===== config.mk =====
export PLATFORM = sky130hd
export DESIGN_NAME = xbar_serial_deframer
export DESIGN_NICKNAME = d
export VERILOG_FILES = /design/src/rtl/xbar_serial_deframer.sv
export SDC_FILE = /design/constraint.sdc
export NUM_CORES = 1
export LEC_CHECK = 0
export CAP_MARGIN = 20
export CORE_ASPECT_RATIO = 2
export CORE_MARGIN = 2
export CORE_UTILIZATION = 55
export CTS_CLUSTER_DIAMETER = 150
export DETAILED_ROUTE_END_ITERATION = 10
export DONT_BUFFER_PORTS = 1
export GPL_TIMING_DRIVEN = 0
export PLACE_DENSITY = 0.71
export RECOVER_POWER = 50
export SLEW_MARGIN = 20
export SYNTH_ARGS = -nofsm -noshare
export SYNTH_HDL_FRONTEND = slang
export SYNTH_SLANG_ARGS = --single-unit

===== constraint.sdc =====
create_clock -name clk -period 2.4 [get_ports clk]
set_input_delay 0.48 -clock clk [delete_from_list [all_inputs] [get_ports clk]]
set_output_delay 0.48 -clock clk [all_outputs]
set_load 0.02 [all_outputs]

===== src/rtl/xbar_serial_deframer.sv =====
// rtl/xbar_serial_deframer.sv - serial header/payload deframer feeding a first-word fall-through pair FIFO
module xbar_serial_deframer #(
    parameter int PACKET_WIDTH = 8,
    parameter int BIT_DIV      = 10,
    parameter int FIFO_DEPTH   = 4,
    parameter int GAP_LIMIT    = 16
) (
    input  logic                        clk,
    input  logic                        rst,
    input  logic                        serial_in,
    output logic                        pair_valid,
    input  logic                        pair_ready,
    output logic [PACKET_WIDTH-1:0]     pair_header,
    output logic [PACKET_WIDTH-1:0]     pair_payload,
    output logic [$clog2(FIFO_DEPTH):0] fifo_count,
    output logic                        busy,
    output logic                        frame_err,
    output logic                        timeout_err,
    output logic                        overflow
);

    localparam int CW = $clog2(BIT_DIV);
    localparam int IW = $clog2(PACKET_WIDTH + 1);
    localparam int GW = $clog2(GAP_LIMIT + 1);
    localparam int AW = (FIFO_DEPTH > 1) ? $clog2(FIFO_DEPTH) : 1;
    localparam int NW = $clog2(FIFO_DEPTH) + 1;

    localparam logic [CW-1:0] BIT_LAST   = CW'(BIT_DIV - 1);
    localparam logic [CW-1:0] HALF_LAST  = CW'(BIT_DIV / 2 - 1);
    localparam logic [IW-1:0] IDX_LAST   = IW'(PACKET_WIDTH - 1);
    localparam logic [GW-1:0] GAP_LAST   = GW'(GAP_LIMIT - 1);
    localparam logic [NW-1:0] FULL_COUNT = NW'(FIFO_DEPTH);

    localparam logic PH_HEADER  = 1'b0;
    localparam logic PH_PAYLOAD = 1'b1;

    typedef enum logic [1:0] {
        S_IDLE,
        S_START,
        S_DATA,
        S_STOP
    } state_t;

    state_t                  state_q, state_d;
    logic                    sync1_q, sync2_q;
    logic [CW-1:0]           cnt_q, cnt_d;
    logic [IW-1:0]           idx_q, idx_d;
    logic [PACKET_WIDTH-1:0] shift_q, shift_d;
    logic [PACKET_WIDTH-1:0] header_q, header_d;
    logic                    stop_wait_q, stop_wait_d;
    logic                    phase_q, phase_d;
    logic [CW-1:0]           gap_cyc_q, gap_cyc_d;
    logic [GW-1:0]           gap_bits_q, gap_bits_d;
    logic                    frame_err_q, frame_err_d;
    logic                    timeout_q, timeout_d;
    logic                    overflow_q, overflow_d;
    logic                    pair_done;
    logic                    line;

    logic [PACKET_WIDTH-1:0] hdr_mem [FIFO_DEPTH];
    logic [PACKET_WIDTH-1:0] pay_mem [FIFO_DEPTH];
    logic [AW-1:0]           wr_ptr_q, rd_ptr_q;
    logic [NW-1:0]           count_q;
    logic                    push, pop, full;

    assign line = sync2_q;

    always_comb begin
        state_d     = state_q;
        cnt_d       = cnt_q + 1'b1;
        idx_d       = idx_q;
        shift_d     = shift_q;
        header_d    = header_q;
        stop_wait_d = stop_wait_q;
        phase_d     = phase_q;
        gap_cyc_d   = gap_cyc_q;
        gap_bits_d  = gap_bits_q;
        frame_err_d = 1'b0;
        timeout_d   = 1'b0;
        pair_done   = 1'b0;

        case (state_q)
            S_IDLE: begin
                cnt_d = '0;
                if (!line) begin
                    state_d = S_START;
                    idx_d   = '0;
                end
            end
            S_START: begin
                if (cnt_q == HALF_LAST) begin
                    cnt_d   = '0;
                    state_d = line ? S_IDLE : S_DATA;
                end
            end
            S_DATA: begin
                if (cnt_q == BIT_LAST) begin
                    cnt_d   = '0;
                    shift_d = {line, shift_q[PACKET_WIDTH-1:1]};
                    idx_d   = idx_q + 1'b1;
                    if (idx_q == IDX_LAST) begin
                        state_d = S_STOP;
                    end
                end
            end
            S_STOP: begin
                if (stop_wait_q) begin
                    // bad stop bit: hold off re-arming until the line has gone back high
                    cnt_d = '0;
                    if (line) begin
                        stop_wait_d = 1'b0;
                        state_d     = S_IDLE;
                    end
                end else if (cnt_q == BIT_LAST) begin
                    cnt_d = '0;
                    if (line) begin
                        state_d = S_IDLE;
                        if (phase_q == PH_HEADER) begin
                            header_d   = shift_q;
                            phase_d    = PH_PAYLOAD;
                            gap_cyc_d  = '0;
                            gap_bits_d = '0;
                        end else begin
                            pair_done = 1'b1;
                            phase_d   = PH_HEADER;
                        end
                    end else begin
                        frame_err_d = 1'b1;
                        phase_d     = PH_HEADER;
                        stop_wait_d = 1'b1;
                    end
                end
            end
            default: state_d = S_IDLE;
        endcase

        // a start edge in the same cycle wins over the timeout and freezes the gap count
        if (state_q == S_IDLE && phase_q == PH_PAYLOAD && line) begin
            if (gap_cyc_q == BIT_LAST) begin
                gap_cyc_d = '0;
                if (gap_bits_q == GAP_LAST) begin
                    timeout_d  = 1'b1;
                    phase_d    = PH_HEADER;
                    gap_bits_d = '0;
                end else begin
                    gap_bits_d = gap_bits_q + 1'b1;
                end
            end else begin
                gap_cyc_d = gap_cyc_q + 1'b1;
            end
        end

        timeout_d  = timeout_d & ~frame_err_d;
        overflow_d = pair_done & full & ~pop & ~frame_err_d & ~timeout_d;
    end

    always_ff @(posedge clk) begin
        if (rst) begin
            sync1_q     <= 1'b1;
            sync2_q     <= 1'b1;
            state_q     <= S_IDLE;
            cnt_q       <= '0;
            idx_q       <= '0;
            shift_q     <= '0;
            header_q    <= '0;
            stop_wait_q <= 1'b0;
            phase_q     <= PH_HEADER;
            gap_cyc_q   <= '0;
            gap_bits_q  <= '0;
            frame_err_q <= 1'b0;
            timeout_q   <= 1'b0;
            overflow_q  <= 1'b0;
        end else begin
            sync1_q     <= serial_in;
            sync2_q     <= sync1_q;
            state_q     <= state_d;
            cnt_q       <= cnt_d;
            idx_q       <= idx_d;
            shift_q     <= shift_d;
            header_q    <= header_d;
            stop_wait_q <= stop_wait_d;
            phase_q     <= phase_d;
            gap_cyc_q   <= gap_cyc_d;
            gap_bits_q  <= gap_bits_d;
            frame_err_q <= frame_err_d;
            timeout_q   <= timeout_d;
            overflow_q  <= overflow_d;
        end
    end

    assign pair_valid = (count_q != '0);
    assign full       = (count_q == FULL_COUNT);
    assign pop        = pair_valid & pair_ready;
    assign push       = pair_done & (~full | pop);

    always_ff @(posedge clk) begin
        if (push) begin
            hdr_mem[wr_ptr_q] <= header_q;
            pay_mem[wr_ptr_q] <= shift_q;
        end
    end

    always_ff @(posedge clk) begin
        if (rst) begin
            wr_ptr_q <= '0;
            rd_ptr_q <= '0;
            count_q  <= '0;
        end else begin
            if (push) begin
                wr_ptr_q <= wr_ptr_q + 1'b1;
            end
            if (pop) begin
                rd_ptr_q <= rd_ptr_q + 1'b1;
            end
            case ({push, pop})
                2'b10:   count_q <= count_q + 1'b1;
                2'b01:   count_q <= count_q - 1'b1;
                default: count_q <= count_q;
            endcase
        end
    end

    assign pair_header  = pair_valid ? hdr_mem[rd_ptr_q] : '0;
    assign pair_payload = pair_valid ? pay_mem[rd_ptr_q] : '0;
    assign fifo_count   = count_q;
    assign busy         = (state_q != S_IDLE) | (phase_q == PH_PAYLOAD);
    assign frame_err    = frame_err_q;
    assign timeout_err  = timeout_q;
    assign overflow     = overflow_q;

endmodule


* Yosys cells after proc, flatten, opt, wreduce, memory -nomap -nowiden
Memories as Yosys holds them, arrays and structs flattened. A register that Yosys moved wholly into a read port is not among the register bits.
Cells that the tools add are included.
** Word-level totals
- Flip-flop bits (word level) :: 49
- RAM bits :: 64
- Logic and storage cells :: 136
- Memories :: 2
** Operators by class
- Add/subtract/negate cells :: 8
- Equal/unequal tests :: 18
- Multiplexer cells :: 61
- Bitwise logic cells :: 15
- Reductions and logical operators :: 15
** Memory list
- hdr_mem :: depth 4, bits a word 8, read ports 1, clocked after Yosys merged registers in 1, wr ports 1, RTL line 60 : logic [PACKET_WIDTH-1:0] hdr_mem [FIFO_DEPTH];
- pay_mem :: depth 4, bits a word 8, read ports 1, clocked after Yosys merged registers in 1, wr ports 1, RTL line 61 : logic [PACKET_WIDTH-1:0] pay_mem [FIFO_DEPTH];
** Operators with widths (number)
- 2-to-1 mux 4 bit :: 12
- 2-to-1 mux 5 bit :: 8
- 2-to-1 mux 2 bit :: 12
- 2-to-1 mux 1 bit :: 23
- 2-to-1 mux 8 bit :: 2
- one-hot mux 4 bit (4 select lines) :: 1
- AND reduction 5 bit :: 3
- adder 4 x 1 -> 4 bit, second input constant :: 3
- nonzero test 2 bit :: 6
- equality test 4 x 3 -> 1 bit, second input constant :: 2
- equality test 4 bit, second input constant :: 2
- inequality test 2 bit, second input constant :: 4
- one-hot mux 2 bit (4 select lines) :: 1
- one-hot mux 4 bit (2 select lines) :: 1
- bitwise AND 1 bit :: 7
- equality test 2 bit, second input constant :: 3
- inverter 1 bit :: 6
- one-hot mux 3 bit (2 select lines) :: 1
- adder 5 x 1 -> 5 bit, second input constant :: 1
- equality test 5 x 4 -> 1 bit, second input constant :: 1
- adder 2 x 1 -> 2 bit, second input constant :: 2
- equality test 2 x 1 -> 1 bit, second input constant :: 2
- inequality test 2 x 1 -> 1 bit, second input constant :: 2
- adder 3 x 1 -> 3 bit, second input constant :: 1
- other kinds (9) :: 11

* Depth between registers and ports, before layout
- Depth after elaboration :: 9
- Gate-level depth with buffers :: 10

* Worst setup path before layout
Ideal clock, no wire load.
- Path kind :: flip-flop to flip-flop
- Start :: register cnt_q[1]
- End :: register count_q[2] (netlist: fifo_count[2])
- Library setup time :: 0.065 ns
- Data arrival time :: 2.279 ns
- Required time :: 2.335 ns
- Setup slack :: 0.056 ns
- Cell stages (with the launch flop) :: 10
- Path buffers :: 1
- Period minus slack after synthesis :: 2.344 ns
- Cells stage by stage :: dfxtp_1 -> inv_1 -> ha_1 -> and3b_1 -> clkbuf_2 -> a31oi_2 -> fa_1 -> or4b_2 -> o211ai_1 -> nand4b_1
** Between the ends
- Cells in the longest elaborated chain, start to end :: 7
- Elaborated cells between the ends (all ways) :: 9
- Classes of those cells :: eq/ne: 3; mux: 4; bitwise: 1; reduce/logical: 1
** RTL lines
- start: declaration :: RTL line 46 : logic [CW-1:0] cnt_q, cnt_d;
- start signal: assignment :: RTL line 177 : cnt_q <= cnt_d;
- equality test 4 bit * :: RTL line 114 : end else if (cnt_q == BIT_LAST) begin
- 2-to-1 mux 1 bit * :: RTL line 114
- 2-to-1 mux 1 bit * :: RTL line 107 : if (stop_wait_q) begin
- 2-to-1 mux 1 bit * :: RTL line 82 : case (state_q)
- bitwise AND 1 bit * :: RTL line 194 : assign push = pair_done & (~full | pop);
- equality test 2 x 1 -> 1 bit or equality test 2 bit (tied branches) :: RTL line 215 : case ({push, pop})
- one-hot mux 3 bit (2 select lines) or nonzero test 2 bit (tied branches)
- end signal: assignment :: RTL line 216 : 2'b10: count_q <= count_q + 1'b1;
- end signal: assignment :: RTL line 217 : 2'b01: count_q <= count_q - 1'b1;
- end signal: assignment :: RTL line 218 : default: count_q <= count_q;
- end: declaration :: RTL line 63 : logic [NW-1:0] count_q;
Mark *: on every way between the ends. The rest lies on a longest branch, timed or not.
A chain may end at the register's enable or synchronous reset.

* Worst setup path in the final report
- Start :: register state_q[0]
- End :: register count_q[2] (netlist: fifo_count[2])
** Between the ends
- Cells in the longest elaborated chain, start to end :: 5
- Elaborated cells between the ends (all ways) :: 7
- Classes of those cells :: eq/ne: 3; mux: 2; bitwise: 1; reduce/logical: 1
** RTL lines
- start: declaration :: RTL line 44 : state_t state_q, state_d;
- start signal: assignment :: RTL line 176 : state_q <= state_d;
- equality test 2 bit * :: RTL line 82
- 2-to-1 mux 1 bit * :: RTL line 82
- bitwise AND 1 bit * :: RTL line 194
- equality test 2 x 1 -> 1 bit or equality test 2 bit (tied branches) :: RTL line 215
- one-hot mux 3 bit (2 select lines) or nonzero test 2 bit (tied branches)
Marked as above.

==> impl_summary.log <==
INFO  metric synthMostInstantiatedCell = edfxtp_1
INFO  metric tritoncts = yes
INFO  metric io_buffer_count = 0
INFO  metric fp.dieArea = between 9000 and 10000 um2
INFO  metric post_synth_inst_count = approximately 380
INFO  metric synth-edff-count = 64
INFO  metric synth_top_area_share = 0.3973
INFO  metric hpwl = 6062 um
INFO  metric maximum_number_of_pins_on_one_net_before_global_route_repair = 17
INFO  metric die_w = ~70 um
INFO  metric report.final.hold_viol_count = 0
INFO  metric cts.sinks = about 120
INFO  metric synthesis.area_per_instance = 12.80 um2
INFO  metric synth-seq-cells = approximately 120
INFO  metric initial_antenna_violation_count = 0
INFO  metric maximum_frequency_from_static_timing_analysis = 0.4339 GHz
INFO  metric fin_crit_sh = 0.9603
INFO  metric gp_routability_congestion = roughly 0.88
INFO  metric power.share.sequential = 0.438
INFO  metric worstSetupEndpointType = flip-flop
INFO  metric postRouteWirelength = 9187 um
INFO  metric final_layout_size_suffix_gt1_frac = 0.2073
INFO  metric status = finished clean
INFO  metric required = between 2000 and 3000 ps
INFO  metric grt_setup_unrepaired = no
INFO  metric routed_wire_length_per_instance = 18.01 um
INFO  metric htree_num_levels = 4
INFO  metric timing.critical_path.arrival = 2640 ps
INFO  metric drc = 0
INFO  metric groute.usage.overall = 0.2122
INFO  metric top_cells_by_count_synth = edfxtp_1, dfxtp_1, nand2_1
INFO  metric slew_violations = 0
INFO  metric vias = roughly 3000
INFO  metric power.ir.vdd_worst = between 0.0008 and 0.0009 V
INFO  metric io-pin-count = 28
INFO  metric number_of_global_route_vias_before_repair = roughly 3100
INFO  metric worst_hold_path_type = input pin to flip-flop
INFO  metric wire_length_of_the_first_global_routing_pass = around 15000 um
INFO  metric final_number_of_setup_violating_endpoints = 0
INFO  metric synth.yosys.seq_area_share = 0.6084
INFO  metric worst_pin_slew = about 710 ps
INFO  metric clkLatencyLatePin = roughly 410 ps
INFO  metric ys_warn_count = 0
INFO  metric power.density_cell_area = 840.9 nW/um2
INFO  metric setup.worst_path.start_class = flip-flop
INFO  metric period_needed = roughly 2300 ps
INFO  metric grt-ovfl-total = 0
INFO  metric initial_utilization = 0.5632
INFO  metric fin_tns_setup = 0 ps
INFO  metric finClkSkew = around 9.1 ps
INFO  metric clk_root_buffer_cell = clkbuf_16
INFO  metric power_switching_share = 0.2072
INFO  metric synthesis.area = ~4800 um2
INFO  metric core_area = 8588 um2
INFO  metric cts_buffer_depth = 2
INFO  metric antenna_left = 0
INFO  metric yosysTopAreaCell = edfxtp_1
INFO  metric synthesized_net_count = slightly below 400
INFO  metric post-place-ws = -116.3 ps
INFO  metric finish.net_count = 413
INFO  metric setup_ws = roughly 95 ps
INFO  metric area_growth_syn_to_layout = 16.30%
INFO  metric synth_top_flop_cell = edfxtp_1
INFO  metric synth.area.top_cells = edfxtp_1, dfxtp_1, mux4_2, nand2_1, and2_1
INFO  metric antenna_cells_inserted = 0
INFO  metric detail_route.first_pass.iterations = 4
INFO  metric async_flop_share = 0
INFO  metric power.leakage = 1.901 nW
INFO  metric cp_max_fo = 8
INFO  metric p_sw = roughly 1 mW
INFO  metric library_cells_used_by_synthesis = between 50 and 60
INFO  metric max_slew_margin = 0.5197
INFO  metric max_cap_violations = 0
INFO  metric detail_route.iter0.violations = around 250
INFO  metric vias_per_cell = ~6
INFO  metric clk_transition_reported_paths = around 50 ps
INFO  metric power.internal = around 3.8 mW
INFO  metric postCtsHoldBufs = 0
INFO  metric proportion_of_power_drawn_by_the_clock_network = 0.539
INFO  metric numCtsBuffers = 17
INFO  metric placement_rows = 48
INFO  metric critPathKind = flip-flop to flip-flop
INFO  metric final_design_utilization = 0.6550
INFO  metric die_height = 136.6 um
INFO  metric combinational_group_share_of_total_power = 0.022
## state kept, by name, summed over array words and instances (netlist names), 2 cells and up, named ones only
register and flops:
rd_ptr_q 2, shift_q 8, header_q 8, idx_q 4, cnt_q 4, gap_cyc_q 4, pay_mem 32, gap_bits_q 5
wr_ptr_q 2, hdr_mem 32, fifo_count 3
## area by class of cell
type / count / area, um2
Buffer: 20 / 125.1
Clock buffer: 18 / 429.2
Clock inverter: 14 / 180.2
Fill cell: 652 / 2963
Inverter: 9 / 33.78
Multi-Input combinational cell: 233 / 1775
Sequential cell: 115 / 2949
Tap cell: 100 / 125.1
Timing Repair Buffer: 1 / 7.507
## kinds of logic after synthesis
family / count (synthesis) / share of synthesized area
AND/OR/NAND/NOR: 146 / 0.1746
flip-flops: 115 / 0.6084
AO/OA/AOI/OAI: 45 / 0.05510
buffers and inverters: 30 / 0.02716
multiplexers: 23 / 0.08950
adder cells (fa/ha/maj): 12 / 0.03259
XOR/XNOR: 7 / 0.01267
## per-layer routing
layer | vias up | GRT usage | share of wire
li1 | 1429 | - | -
met1 | 1476 | 0.2077 | 0.36
met2 | 73 | 0.3968 | 0.58
met3 | 25 | 0.06627 | 0.033
met4 | 0 | 0.09829 | 0.026
met5 | - | 0 | 0
## cells in the final DEF, fill, tap and decap left out, types with 5 or more instances in the layout
| cell type | instances |
|---|---|
| edfxtp_1 | 64 |
| mux2i_1 | 5 |
| clkbuf_1 | 11 |
| clkbuf_16 | 17 |
| mux4_2 | 16 |
| o21ai_0 | 6 |
| nor3_1 | 11 |
| nand2_1 | 42 |
| ha_1 | 10 |
| nand3_1 | 12 |
| inv_1 | 8 |
| nor2_1 | 16 |
| and2_1 | 18 |
| a21oi_1 | 26 |
| dfxtp_1 | 46 |
| clkinv_4 | 5 |
| dfxtp_2 | 5 |
| or3_1 | 5 |
## critical path, stage by stage, from the launching register on
cell,delay [ps]
dfxtp_1,470
and4b_1,360
a31oi_4,130
fa_2,380
or4b_2,660
o211ai_1,100
nand4b_1,130
## final timing paths
kind | start | slack [ps] | end | cells past startpoint
hold reg to reg | sync1_q$_SDFF_PP1_ | 400 | line$_SDFF_PP1_ | 1
hold / removal | serial_in | 180 | sync1_q$_SDFF_PP1_ | 1
setup reg to reg | state_q[0]$_SDFFE_PP0P_ | 100 | fifo_count[2]$_SDFFE_PP0P_ | 6
setup / recovery | state_q[0]$_SDFFE_PP0P_ | 100 | fifo_count[2]$_SDFFE_PP0P_ | 6
## through the flow
step                instance area, um2  std cells  hold slack (ps)  total power [mW]
floorplan                         4837        378            389.5             2.195
global placement                  4962        478            392.7             2.214
detailed placement                4962        478            394.1             2.216
CTS                               5627        510            164.6             4.764
global route                      5625        510            162.4             4.881
finish                            5625        510            180.6             4.730
## timing repair
| item | CTS | global route |
|---|---|---|
| resized for setup | 19 | 7 |
| setup buffers | 1 | 0 |
| setup endpoints to repair | 76 | 11 |
| pin swaps | 1 | 1 |
## power groups by stage
| stage | Combinational (mW) | Clock, mW | Sequential, mW |
|---|---|---|---|
| 3_5_place_dp | 0.102 | 0 | 2.11 |
| 5_1_grt | 0.116 | 2.69 | 2.07 |
| 6_report | 0.106 | 2.55 | 2.07 |
| 3_3_place_gp | 0.101 | 0 | 2.11 |
| 4_1_cts | 0.106 | 2.59 | 2.07 |
| 2_1_floorplan | 0.0834 | 0 | 2.11 |
Note: power is estimated with default switching activity, not from simulation.
